===== src/rtl/dump_input_file.sv =====
// Reads the 1-bit image RAM eight entries at a time, packs each group MSB-first
// into a byte and hands it to the UART transmitter with a trmt/tx_done handshake.
module dump_input_file #(
  parameter int NUM_BITS   = 784,
  parameter int ADDR_WIDTH = 10
) (
  input  logic                  clk,
  input  logic                  rst_n,
  input  logic                  start,
  input  logic                  q,
  output logic [ADDR_WIDTH-1:0] addr,
  output logic [7:0]            tx_data,
  output logic                  trmt,
  input  logic                  tx_done,
  output logic                  busy,
  output logic                  done
);

  localparam int NUM_BYTES = NUM_BITS / 8;
  localparam int BYTE_W    = (NUM_BYTES > 1) ? $clog2(NUM_BYTES) : 1;
  localparam logic [BYTE_W-1:0] LAST_BYTE = BYTE_W'(NUM_BYTES - 1);

  typedef enum logic [2:0] {
    S_IDLE  = 3'd0,
    S_FETCH = 3'd1,
    S_SEND  = 3'd2,
    S_WAIT  = 3'd3,
    S_DONE  = 3'd4
  } state_t;

  // Handshake: trmt is a one-cycle strobe meaning "tx_data is valid, latch it";
  // tx_done is a one-cycle strobe from the transmitter, honoured only in S_WAIT.
  state_t                state_q, state_d;
  logic [3:0]            bit_cnt_q, bit_cnt_d;
  logic [BYTE_W-1:0]     byte_cnt_q, byte_cnt_d;
  logic [ADDR_WIDTH-1:0] addr_q, addr_d;
  logic [6:0]            shift_q, shift_d;
  logic [7:0]            tx_data_q, tx_data_d;

  always_ff @(posedge clk or negedge rst_n) begin
    if (!rst_n) begin
      state_q    <= S_IDLE;
      bit_cnt_q  <= '0;
      byte_cnt_q <= '0;
      addr_q     <= '0;
      shift_q    <= '0;
      tx_data_q  <= '0;
    end else begin
      state_q    <= state_d;
      bit_cnt_q  <= bit_cnt_d;
      byte_cnt_q <= byte_cnt_d;
      addr_q     <= addr_d;
      shift_q    <= shift_d;
      tx_data_q  <= tx_data_d;
    end
  end

  always_comb begin
    state_d    = state_q;
    bit_cnt_d  = bit_cnt_q;
    byte_cnt_d = byte_cnt_q;
    addr_d     = addr_q;
    shift_d    = shift_q;
    tx_data_d  = tx_data_q;

    case (state_q)
      S_IDLE: begin
        addr_d = '0;
        if (start) begin
          state_d    = S_FETCH;
          bit_cnt_d  = '0;
          byte_cnt_d = '0;
          shift_d    = '0;
        end
      end

      // Cycle 0 presents 8k; RAM data lags one cycle, so bits land on cycles 1..8.
      S_FETCH: begin
        if (bit_cnt_q != 4'd0) begin
          shift_d = {shift_q[5:0], q};
        end
        if (bit_cnt_q == 4'd8) begin
          tx_data_d = {shift_q, q};
          bit_cnt_d = '0;
          state_d   = S_SEND;
        end else begin
          addr_d    = addr_q + 1'b1;
          bit_cnt_d = bit_cnt_q + 4'd1;
        end
      end

      S_SEND: begin
        state_d = S_WAIT;
      end

      S_WAIT: begin
        if (tx_done) begin
          if (byte_cnt_q == LAST_BYTE) begin
            state_d = S_DONE;
          end else begin
            byte_cnt_d = byte_cnt_q + 1'b1;
            bit_cnt_d  = '0;
            state_d    = S_FETCH;
          end
        end
      end

      S_DONE: begin
        addr_d  = '0;
        state_d = S_IDLE;
      end

      default: begin
        state_d = S_IDLE;
        addr_d  = '0;
      end
    endcase
  end

  assign addr    = addr_q;
  assign tx_data = tx_data_q;
  assign trmt    = (state_q == S_SEND);
  assign busy    = (state_q != S_IDLE);
  assign done    = (state_q == S_DONE);

endmodule


===== config.mk =====
export PLATFORM = sky130hd
export DESIGN_NAME = dump_input_file
export DESIGN_NICKNAME = d
export VERILOG_FILES = /design/src/rtl/dump_input_file.sv
export SDC_FILE = /design/constraint.sdc
export NUM_CORES = 1
export LEC_CHECK = 0
export ABC_CLOCK_PERIOD_IN_PS = 1600
export CORE_UTILIZATION = 45
export DETAILED_ROUTE_END_ITERATION = 16
export MAX_ROUTING_LAYER = met4
export PLACE_DENSITY = 0.7
export REMOVE_ABC_BUFFERS = 1
export SYNTH_ARGS = -nofsm -noshare
export SYNTH_HDL_FRONTEND = slang
export SYNTH_SLANG_ARGS = --single-unit

===== constraint.sdc =====
create_clock -name clk -period 1.6 [get_ports clk]
set_input_delay 0.48 -clock clk [delete_from_list [all_inputs] [get_ports clk]]
set_output_delay 0.48 -clock clk [all_outputs]
set_load 0.03 [all_outputs]

# Yosys cells after proc, flatten, opt, wreduce, memory -nomap -nowiden
# Cells that the tools add are included.
totals:
  register_bits: 39
  input_bits: 5
  output_inout_bits: 21
  word_cells: 53
classes:
  mux: 18
  n_eq_ne: 12
  addsub: 3
  bitwise_logic: 1
  reduce_logical: 13
ops:
  columns: ["cell", "n"]
  rows:
  - ["$mux W7", 4]
  - ["$pmux W7 S2", 2]
  - ["$pmux W10 S2", 1]
  - ["$mux W4", 4]
  - ["$mux W3", 4]
  - ["$ne A2 B2 Y1 const B", 6]
  - ["$pmux W3 S4", 1]
  - ["$pmux W4 S3", 1]
  - ["$add A10 B1 Y10 const B", 1]
  - ["$mux W10", 1]
  - ["$reduce_and A4 Y1", 2]
  - ["$add A7 B1 Y7 const B", 1]
  - ["$eq A7 B7 Y1 const B", 1]
  - ["$eq A3 B2 Y1 const B", 2]
  - ["$reduce_and A3 Y1", 2]
  - ["$reduce_bool A3 Y1", 2]
  - ["$add A4 B1 Y4 const B", 1]
  - ["$eq A4 B4 Y1 const B", 1]
  - ["$reduce_and A2 Y1", 2]
  - ["$reduce_bool A2 Y1", 2]
  - ["$reduce_bool A4 Y1", 1]
  - ["$eq A3 B1 Y1 const B", 1]
  - ["$eq A3 B3 Y1 const B", 1]
  - ["$logic_not A3 Y1", 1]
  - ["2 further kinds", 2]

# Depth between registers and ports, before layout
logic_depth:
  word_depth: 4
  mapped_depth: 7
  ltp_nobuf: 6

# Worst setup path after synthesis
# No wires, ideal clock.
synth_path:
  path_kind: "reg2out"
  start: "register state_q[1]"
  end: "output port done"
  path_buffers: 2
  path_slack_ns: -0.383
  required_time_ns: 1.120
  stages_incl_launch_ff: 4
  arrival_time_ns: 1.503
  path_cell_list: "dfrtp_1 clkbuf_1 buf_1 nor3_1"
synth_between:
  elab_chain_len: 1
synth_lines:
  columns: ["element", "line_no", "source"]
  rows:
  - ["from (decl)", "33", "state_t state_q, state_d;"]
  - ["from (signal assigned)", "49", "state_q <= state_d;"]
  - ["$eq A3 B3 Y1", "124", "assign done = (state_q == S_DONE);"]
  - ["to (decl)", "16", "output logic done"]
# Every way passes these cells.

# Worst setup path in the final report
layout_path:
  start: "register state_q[0]"
  end: "output port busy"
layout_between:
  elab_chain_len: 1
layout_lines:
  columns: ["element", "line_no", "source"]
  rows:
  - ["$reduce_bool A3 Y1", "123", "assign busy = (state_q != S_IDLE);"]
  - ["to (decl)", "15", "output logic busy,"]
# Every way passes these cells.

==> qor.yml <==
start_kind: "flop"
synthFlopType: "dfrtp_1"
ys_seq_area_share_pct: 49.0
yosysTopAreaCellShare_pct: 49.0
cts_root_buf: "clkbuf_8"
clk_latency_ns: 0.29
synth-seq-cells: 39
initial_core_util_pct: 48.4
worstPathArrival_ns: 1.23
drt_pass1_iterations: 4
cp.required_ns: 1.12
port_buffers: 25
ctsHtreeMaxLevel: 2
failed_checks: "negative setup slack"
min_period_over_period_pct: 107
grt_pass1_vias: 1643
fp.dieW_um: 68.5
design.core.area_mm2: 0.00412
max-vdd-ir-drop_uv: 813
cp_max_fo: 2
die_h_um: 68.5
p_leak_nw: 1.36
cts_made_buffers: 5
place_hpwl_um: 2970
place_area_mm2: 0.00249
gp_congestion: 0.845
use_met3_pct: 3.45
routed_wl_um: 5000
nets: 282
syn_to_final_growth_pct: 49.8
grtUsageMet1_pct: 31.3
cts_tree: "built"
drive_gt1_share_pct: 42.9
antenna_cells: 0
die_area_mm2: 0.00469
min-delay-path-class: "in -> async"
grt_first_pass_wirelength_um: 7630
cts_buffer_depth: 2
grtUsageTotal_pct: 23.0
synth.distinct_cells: 48
synth_commonest_cells: "dfrtp_1, o21ai_0, a21oi_1"
yosys_warnings: 0
design_area_mm2: 0.00298
crit_type: "reg -> out"
period_minus_slack_ns: 1.71
outcome: "complete, but fails checks"
synth_most_common_cell: "dfrtp_1"
synth_edf_count: 0
synthCells: 202
end_kind: "output port"
skew_ns: 0.00483
pre_cts_ws_ns: -0.322
p_per_area_mw_per_mm2: 1650
drtIter0Drc: 116
io_pins: 26
final_hold_viol_count: 0
grt_util_met2_pct: 34.9
synth.area.top_cells: "dfrtp_1, mux2_2, o21ai_0"
overflow: 0
worst_slack_ns: -0.108
slew_viol_final: 0
synth_async_sr_flop_share_pct: 100
tns_ns: -0.583
dr_total_vias: 1816
slew_headroom_pct: 45.2
ant_nets: 0
yosys.area.top_type: "dfrtp_1"
floorplan.rows: 23
drc: 0
syn-cell-area_mm2: 0.00199
busiest_layer: "met2"
wl_per_cell_um: 15.5
viasPerCell: 5.62
grt_max_degree: 40
antenna_found_initial: 0
synth.avg_cell_area_um2: 9.85
max_cap_violations: 0
fillCellCount: 302
cts.sinks: 39
cts.clk_slew.worst_paths_ns: 0.08
fmax_mhz: 585
setup_viol: 13
rsz0062_at_grt: "yes"
worst_pin_slew_ns: 0.816
final cells by class:
class	instances	area [µm²]	share of cell area [%]
Clock inverter	3	20.0	0.671
Inverter	14	52.6	1.76
Tap cell	50	62.6	2.10
Clock buffer	5	68.8	2.31
Sequential cell	39	976	32.7
Timing Repair Buffer	70	626	21.0
Multi-Input combinational cell	142	1180	39.5
final timing paths:
check                                         start                   endpoint  slack (ns)  cells past startpoint
max                          state_q[0]$_DFFE_PN0P_                       busy       -0.11                      2
min                                           rst_n        addr[6]$_DFFE_PN0P_        0.14                      2
max reg2reg                bit_cnt_q[0]$_DFFE_PN0P_        addr[0]$_DFFE_PN0P_       -0.06                      7
min reg2reg                  tx_data[4]$_DFFE_PN0P_     tx_data[4]$_DFFE_PN0P_        0.51                      1
max in group asynchronous                     rst_n  byte_cnt_q[4]$_DFFE_PN0P_        1.26                      2
min in group clk             tx_data[4]$_DFFE_PN0P_     tx_data[4]$_DFFE_PN0P_        0.51                      1
per-layer routing:
layer / vias up / wire length [µm]
met3: 2 / 117
met2: 28 / 2460
met4: 0 / 27
met5: - / 0
li1: 882 / -
met1: 904 / 2400
flip-flops by register name, summed over array words and instances (netlist names):
| signal | flops |
|---|---|
| bit_cnt_q | 4 |
| state_q | 3 |
| tx_data | 8 |
| shift_q | 7 |
| addr | 10 |
| byte_cnt_q | 7 |
cell usage in the layout (no fill, tap or decap), types with 2 or more instances in the layout:
cell             synthesis  routed
a211oi_2                 0       2
a21oi_1                 15       5
a21oi_2                  0       9
a22oi_2                  0       3
a31oi_1                  3       2
and3_1                   4       4
buf_4                    0      37
buf_6                    0      11
buf_8                    0       2
clkbuf_8                 0       5
clkdlybuf4s15_1          0       4
clkdlybuf4s50_1          0       2
clkinvlp_4               0       2
dfrtp_1                 39      39
dlygate4sd2_1            0      11
ha_1                     5       3
inv_1                   14      11
inv_2                    0       3
mux2_2                  10       2
mux2_4                   0       8
nand2_1                  8       6
nand2_2                  0       2
nand2b_1                 3       2
nand3_1                 14      14
nand4_1                  3       3
nand4b_1                 2       2
nor2_1                  11       8
nor2_2                   1       2
nor2_4                   0       2
o21a_1                   2       2
o21ai_0                 19      16
o21ai_1                  1       4
or3_1                    8       4
or3_4                    0       4
metrics by stage:
step                utilization, %  hold WS (ns)  power, W  instances
CTS                           68.8         0.148   0.00464        319
global route                  72.5         0.170   0.00525        323
global placement              60.6         0.469   0.00369        300
detailed placement            60.6         0.463   0.00373        300
floorplan                        -         0.184   0.00283        195
finish                        72.5         0.144   0.00492        323
where the power goes:
part,switching [W],internal (W),total [W]
logic,0.00138,0.00130,0.00268
clock network,0.000374,0.000304,0.000678
registers,0.000255,0.00131,0.00156
kinds of logic (layout without fill, tap and decap cells):
kind of cell,count (synthesis),in the layout,share of synthesized area [%]
mux,11,11,6.16
fa+ha+maj,5,5,3.14
compound gates,60,60,18.7
flops,39,39,49.0
xor+xnor,1,1,0.440
buf+inv,21,92,4.15
simple gates,65,65,18.4
critical path, cell delays in order, from the launching register on:
cell	delay, ns
dfrtp_1	0.40
or3_1	0.39
buf_6	0.15
what timing repair did:
action	4_1_cts	5_1_grt
buffers inserted	11	8
pin swaps	13	19
resized for setup	61	45
hold buffers	0	0
endpoints found under the setup margin	43	44
No activity file was read; power rests on OpenSTA's default activity.
